### src/rtl/recorder_ctrl.sv
// recorder_ctrl: IDLE/RECORD/PLAY/PAUSE sequencer, speed control and SRAM address owner.
// Rev 1.0 -- optional LOOP_PLAY_EN: playback wraps to address 0 instead of returning to IDLE.
`default_nettype none

module recorder_ctrl #(
  parameter int ADDR_W    = 20,
  parameter int MAX_RATIO = 7
) (
  input  logic              clk50,
  input  logic              rst,
  input  logic              key_record,
  input  logic              key_play,
  input  logic              key_stop,
  input  logic              key_faster,
  input  logic              key_slower,
  input  logic              interp_sel,
  input  logic              sample_tick,
  output logic [1:0]        state_o,
  output logic [ADDR_W-1:0] addr,
  output logic [ADDR_W-1:0] end_addr,
  output logic              sram_we,
  output logic [2:0]        ratio,
  output logic              speed_fast,
  output logic              isNormalSpeed,
  output logic              interp,
  output logic              pause,
  output logic              isRecord
);

  typedef enum logic [1:0] {
    S_IDLE   = 2'd0,
    S_RECORD = 2'd1,
    S_PLAY   = 2'd2,
    S_PAUSE  = 2'd3
  } state_t;

  localparam logic [ADDR_W-1:0] LAST_ADDR = '1;
  localparam logic [2:0]        MAX_MAG   = 3'(MAX_RATIO);

  state_t            state, state_nx;
  logic [ADDR_W-1:0] addr_nx, end_nx;
  logic [2:0]        ratio_nx, ratio_spd;
  logic              fast_nx, fast_spd;
  logic [2:0]        sub, sub_nx, sub_adv;
  logic              speed_key;
  logic              slow_mode;
  logic [ADDR_W:0]   step;
  logic [ADDR_W:0]   sum;

  assign state_o = state;

  // Speed is a signed magnitude: a key first walks the magnitude toward zero,
  // then grows it in the key's own direction, saturating at MAX_MAG.
  always_comb begin
    ratio_spd = ratio;
    fast_spd  = speed_fast;
    if (key_faster) begin
      if (!speed_fast && ratio != 3'd0) begin
        ratio_spd = ratio - 3'd1;
      end else begin
        fast_spd  = 1'b1;
        ratio_spd = (ratio >= MAX_MAG) ? MAX_MAG : ratio + 3'd1;
      end
    end else if (key_slower) begin
      if (speed_fast && ratio != 3'd0) begin
        ratio_spd = ratio - 3'd1;
      end else begin
        fast_spd  = 1'b0;
        ratio_spd = (ratio >= MAX_MAG) ? MAX_MAG : ratio + 3'd1;
      end
    end
  end

  // Playback step per tick; sample-hold slow mode advances once per (ratio+1) ticks.
  always_comb begin
    slow_mode = !speed_fast && !isNormalSpeed;
    sub_adv   = sub;
    step      = '0;
    if (!slow_mode) begin
      step = (ADDR_W+1)'(ratio) + (ADDR_W+1)'(1);
    end else if (interp) begin
      step = (ADDR_W+1)'(1);
    end else if (sub == ratio) begin
      step    = (ADDR_W+1)'(1);
      sub_adv = 3'd0;
    end else begin
      sub_adv = sub + 3'd1;
    end
    sum = {1'b0, addr} + step;
  end

  always_comb begin
    state_nx  = state;
    addr_nx   = addr;
    end_nx    = end_addr;
    ratio_nx  = ratio;
    fast_nx   = speed_fast;
    sub_nx    = sub;
    speed_key = (state != S_RECORD) && (key_faster ^ key_slower);

    case (state)
      S_IDLE: begin
        if (key_play && end_addr != '0) begin
          state_nx = S_PLAY;
          addr_nx  = '0;
          sub_nx   = 3'd0;
        end else if (key_record) begin
          state_nx = S_RECORD;
          addr_nx  = '0;
        end
      end
      S_RECORD: begin
        if (key_stop) begin
          state_nx = S_IDLE;
          end_nx   = addr;
        end else if (sample_tick) begin
          if (addr == LAST_ADDR) begin
            state_nx = S_IDLE;
            end_nx   = addr;
          end else begin
            addr_nx = addr + 1'b1;
          end
        end
      end
      S_PLAY: begin
        if (key_stop) begin
          state_nx = S_IDLE;
          addr_nx  = '0;
        end else if (key_play) begin
          state_nx = S_PAUSE;
        end else if (sample_tick) begin
          sub_nx = sub_adv;
          if (sum >= {1'b0, end_addr}) begin
            addr_nx = '0;
`ifdef LOOP_PLAY_EN
            state_nx = S_PLAY;
`else
            state_nx = S_IDLE;
`endif
          end else begin
            addr_nx = sum[ADDR_W-1:0];
          end
        end
      end
      S_PAUSE: begin
        if (key_stop) begin
          state_nx = S_IDLE;
          addr_nx  = '0;
        end else if (key_play) begin
          state_nx = S_PLAY;
          sub_nx   = 3'd0;
        end
      end
      default: state_nx = S_IDLE;
    endcase

    if (speed_key) begin
      ratio_nx = ratio_spd;
      fast_nx  = fast_spd;
      sub_nx   = 3'd0;
    end
    // Recording always runs at normal speed, overriding any speed key this cycle.
    if (state == S_IDLE && state_nx == S_RECORD) begin
      ratio_nx = 3'd0;
      fast_nx  = 1'b1;
    end
  end

  always_ff @(posedge clk50) begin
    if (rst) begin
      state         <= S_IDLE;
      addr          <= '0;
      end_addr      <= '0;
      ratio         <= 3'd0;
      speed_fast    <= 1'b1;
      isNormalSpeed <= 1'b1;
      interp        <= 1'b0;
      pause         <= 1'b0;
      isRecord      <= 1'b0;
      sram_we       <= 1'b0;
      sub           <= 3'd0;
    end else begin
      state         <= state_nx;
      addr          <= addr_nx;
      end_addr      <= end_nx;
      ratio         <= ratio_nx;
      speed_fast    <= fast_nx;
      isNormalSpeed <= (ratio_nx == 3'd0);
      interp        <= interp_sel;
      pause         <= (state_nx == S_PAUSE);
      isRecord      <= (state_nx == S_RECORD);
      sram_we       <= (state_nx == S_RECORD);
      sub           <= sub_nx;
    end
  end

endmodule

`default_nettype wire
### config.mk
export PLATFORM = sky130hd
export DESIGN_NAME = recorder_ctrl
export DESIGN_NICKNAME = d
export VERILOG_FILES = /design/src/rtl/recorder_ctrl.sv
export SDC_FILE = /design/constraint.sdc
export NUM_CORES = 1
export LEC_CHECK = 0
export CAP_MARGIN = 30
export CORE_MARGIN = 8
export CORE_UTILIZATION = 55
export DETAILED_ROUTE_END_ITERATION = 10
export GPL_ROUTABILITY_DRIVEN = 0
export PLACE_DENSITY = 0.92
export REMOVE_ABC_BUFFERS = 1
export SYNTH_ARGS = -nofsm -noshare
export SYNTH_HDL_FRONTEND = slang
export SYNTH_SLANG_ARGS = --single-unit
### constraint.sdc
create_clock -name clk50 -period 6.1 [get_ports clk50]
set_input_delay 0.915 -clock clk50 [delete_from_list [all_inputs] [get_ports clk50]]
set_output_delay 0.915 -clock clk50 [all_outputs]
set_load 0.02 [all_outputs]
==> impl_metrics.env <==
export IMPL_synth_top_cell_area_share_pct=26.1
export IMPL_ys_warn_count=0
export IMPL_crit_family="simple AND/OR/NAND/NOR gates"
export IMPL_grt_overflow=0
export IMPL_worst_path_largest_cell_delay_ns=0.71
export IMPL_setup_tns_ns=0
export IMPL_syn_inst=511
export IMPL_top_level_ports=60
export IMPL_h_tree_depth=2
export IMPL_die_h_um=102
export IMPL_first_pass_iters=6
export IMPL_first_global_vias=3917
export IMPL_row_count=31
export IMPL_synth_area_leader_cell="dfxtp_1"
export IMPL_vias=4100
export IMPL_hold_violations=0
export IMPL_fmax_mhz=187
export IMPL_vias_per_cell=6.28
export IMPL_finalMaxSlewViolations=0
export IMPL_ir_drop_uv=118
export IMPL_synth_flop_cell="dfxtp_1"
export IMPL_syn_cell_area_mm2=0.00407
export IMPL_insertedDiodeCount=0
export IMPL_arrival_ns=5.55
export IMPL_required_ns=6.31
export IMPL_skew_ns=0.00848
export IMPL_cp_common_cell="nor2_1"
export IMPL_cp_start_kind="flop"
export IMPL_postLayoutSetupSlackWorst_ns=0.764
export IMPL_coreArea_mm2=0.00721
export IMPL_place_ws_ns=0.920
export IMPL_area_growth_syn_to_layout_pct=17.2
export IMPL_rsz0062_at_grt="false"
export IMPL_postSynthAreaPerCell_um2=7.96
export IMPL_wire_per_inst_um=17.5
export IMPL_slowest_stage="nor2_1"
export IMPL_finalCriticalPeriod_ns=5.34
export IMPL_drtIter0Drc=502
export IMPL_netlist_top_cells_area="dfxtp_1 (26%), ha_1 (11%), nor2_1 (5.5%), mux2i_1 (5.4%), a21oi_1 (4.4%)"
export IMPL_grt_antenna_before_repair=0
export IMPL_path_clk_slew_ns=0.10
export IMPL_powerDensity_mw_per_mm2=259
export IMPL_routed_wl_um=11400
export IMPL_start_util_pct=56.3
export IMPL_cts_path_max_buffers=2
export IMPL_yosysMostFrequentCell="nor2_1"
export IMPL_fp_dieW_um=102
export IMPL_io_buffers=59
export IMPL_cts_tree="built"
export IMPL_clock_sinks=53
export IMPL_drv_cap=0
export IMPL_fill_cells=573
export IMPL_status="complete, no violations"
export IMPL_hpwl_um=8650
export IMPL_total_power_w=0.00124
export IMPL_grt_first_pass_wirelength_um=18800
export IMPL_die_area_mm2=0.0104
export IMPL_grt_max_degree=23
export IMPL_cp_num_buf_inv=1
export IMPL_insertion_delay_ns=0.31
export IMPL_cts_hold_buf=0
export IMPL_path_cells="or2_1 -> a22oi_1 -> ha_1 -> inv_1 -> fa_1 -> nand2b_1 -> o2bb2ai_2 -> nand2b_1 -> or3_1 -> nor2_1 -> xor2_1 -> ha_1 -> nand3_1 -> nor2_1 -> a311oi_1 -> nand3_1 -> nor2_1 -> a22o_1 -> a31oi_1 -> o41ai_1"
export IMPL_track_usage_pct=22.1
export IMPL_leakagePower_nw=1.80
export IMPL_worstHoldPathType="flop to flop"
export IMPL_tightest_slew_ns=0.942
export IMPL_setup_violations_final=0
export IMPL_synth_edf_count=0
export IMPL_yosysSeqAreaShare_pct=26.1
export IMPL_layout_drive_gt1_share_pct=5.42
export IMPL_post_route_period_util_pct=87.5
export IMPL_nets=599
export IMPL_numCtsBuffers=5
export IMPL_ff_latch_area_mm2=0.00106
export IMPL_cp_end_kind="flop"
export IMPL_route_detailed_drc=0
export IMPL_cts_root_buf="clkbuf_8"
export IMPL_post_cts_buffers=0
export IMPL_relSlewSlack_pct=37.2
export IMPL_ys_ff_latch=53
export IMPL_drtAntennaViolNets=0
export IMPL_crit_fanout=14
export IMPL_ctsResizeCount=0
export IMPL_multi_input_area_mm2=0.00271
export IMPL_critical_path_class="flop to flop"
export IMPL_synthArstFlopShare_pct=0
export IMPL_synth_cell_type_count=66
export IMPL_ys_top_cells_by_count="nor2_1 (60), dfxtp_1 (53), inv_1 (42)"
[cell type report]
cell class / instances / share of cell area [%]
inverters: 43 / 3.39
repair buffers: 61 / 12.7
clock inverters: 1 / 0.105
clock buffers: 7 / 2.02
multi-input cells: 389 / 56.9
flip-flops and latches: 53 / 22.3
well taps: 99 / 2.60
[state kept, by name (all words and copies together), names as in the netlist]
register and cells:
speed_fast 1, end_addr 20, pause 1, interp 1, ratio 3, state_o 2, sub 3, isNormalSpeed 1
addr 20, isRecord 1
[final timing paths]
check                           from               endpoint  slack [ns]  depth (start not counted)
max          speed_fast$_SDFFE_PP1P_  addr[14]$_SDFFE_PP0P_        0.76                         20
min              sub[2]$_SDFFE_PP0P_    sub[2]$_SDFFE_PP0P_        0.53                          2
max reg2reg  speed_fast$_SDFFE_PP1P_  addr[14]$_SDFFE_PP0P_        0.76                         20
min reg2reg      sub[2]$_SDFFE_PP0P_    sub[2]$_SDFFE_PP0P_        0.53                          2
[worst register-to-register path: stages, from the launching register on]
cell and delay (ns):
dfxtp_1 0.37, or2_1 0.32, a22oi_1 0.26, ha_1 0.21
inv_1 0.05, fa_1 0.40, nand2b_1 0.18, o2bb2ai_2 0.17
nand2b_1 0.23, or3_1 0.37, nor2_1 0.14, xor2_1 0.22
ha_1 0.28, nand3_1 0.12, nor2_1 0.08, a311oi_1 0.34
nand3_1 0.13, nor2_1 0.71, a22o_1 0.26, a31oi_1 0.08
o41ai_1 0.31
[metrics by stage]
stage	utilization [%]	hold slack, ns	instances	cell area, um2
after detailed placement	64.6	0.513	645	4660
after global placement	64.6	0.501	645	4660
after floorplan	-	0.473	485	3930
after global routing	66.0	0.561	653	4760
final	66.0	0.535	653	4760
after CTS	66.0	0.531	653	4760
[per-layer routing]
layer	track usage [%]	wire, um	vias to the layer above
li1	-	-	1931
met1	27.8	4880	1906
met4	10.0	327	0
met5	0	0	-
met3	3.47	906	39
met2	36.3	5330	224
[cells by family (layout without fill, tap and decap cells)]
family / Yosys count / after routing / synth area share, %
buffers and inverters: 69 / 112 / 7.26
AND/OR/NAND/NOR: 182 / 182 / 22.3
XOR/XNOR: 23 / 23 / 4.96
AO/OA/AOI/OAI: 125 / 125 / 22.3
adder cells (fa/ha/maj): 37 / 37 / 11.6
multiplexers: 22 / 22 / 5.42
flip-flops: 53 / 53 / 26.1
[where the power goes]
part | switching, W | internal (W)
Clock | 0.000119 | 0.000103
Sequential | 0.0000341 | 0.000370
Combinational | 0.000379 | 0.000231
Total | 0.000532 | 0.000704
[placed cells by master (no fill, tap or decap), drive strengths merged, types with 3 or more instances in the layout]
cell type,n
a2111oi,4
a211oi,4
a21o,5
a21oi,36
a221o,3
a221oi,11
a22o,4
a22oi,3
a31oi,4
and3,5
clkbuf,7
clkdlybuf4s50,59
dfxtp,53
ha,36
inv,42
mux2i,22
nand2,40
nand2b,7
nand3,20
nand4,6
nor2,62
nor2b,9
nor3,12
nor4,7
o211ai,3
o21ai,28
o221a,3
o41ai,3
or3,4
xnor2,14
xor2,9
Power figures use the tool's default switching activity.
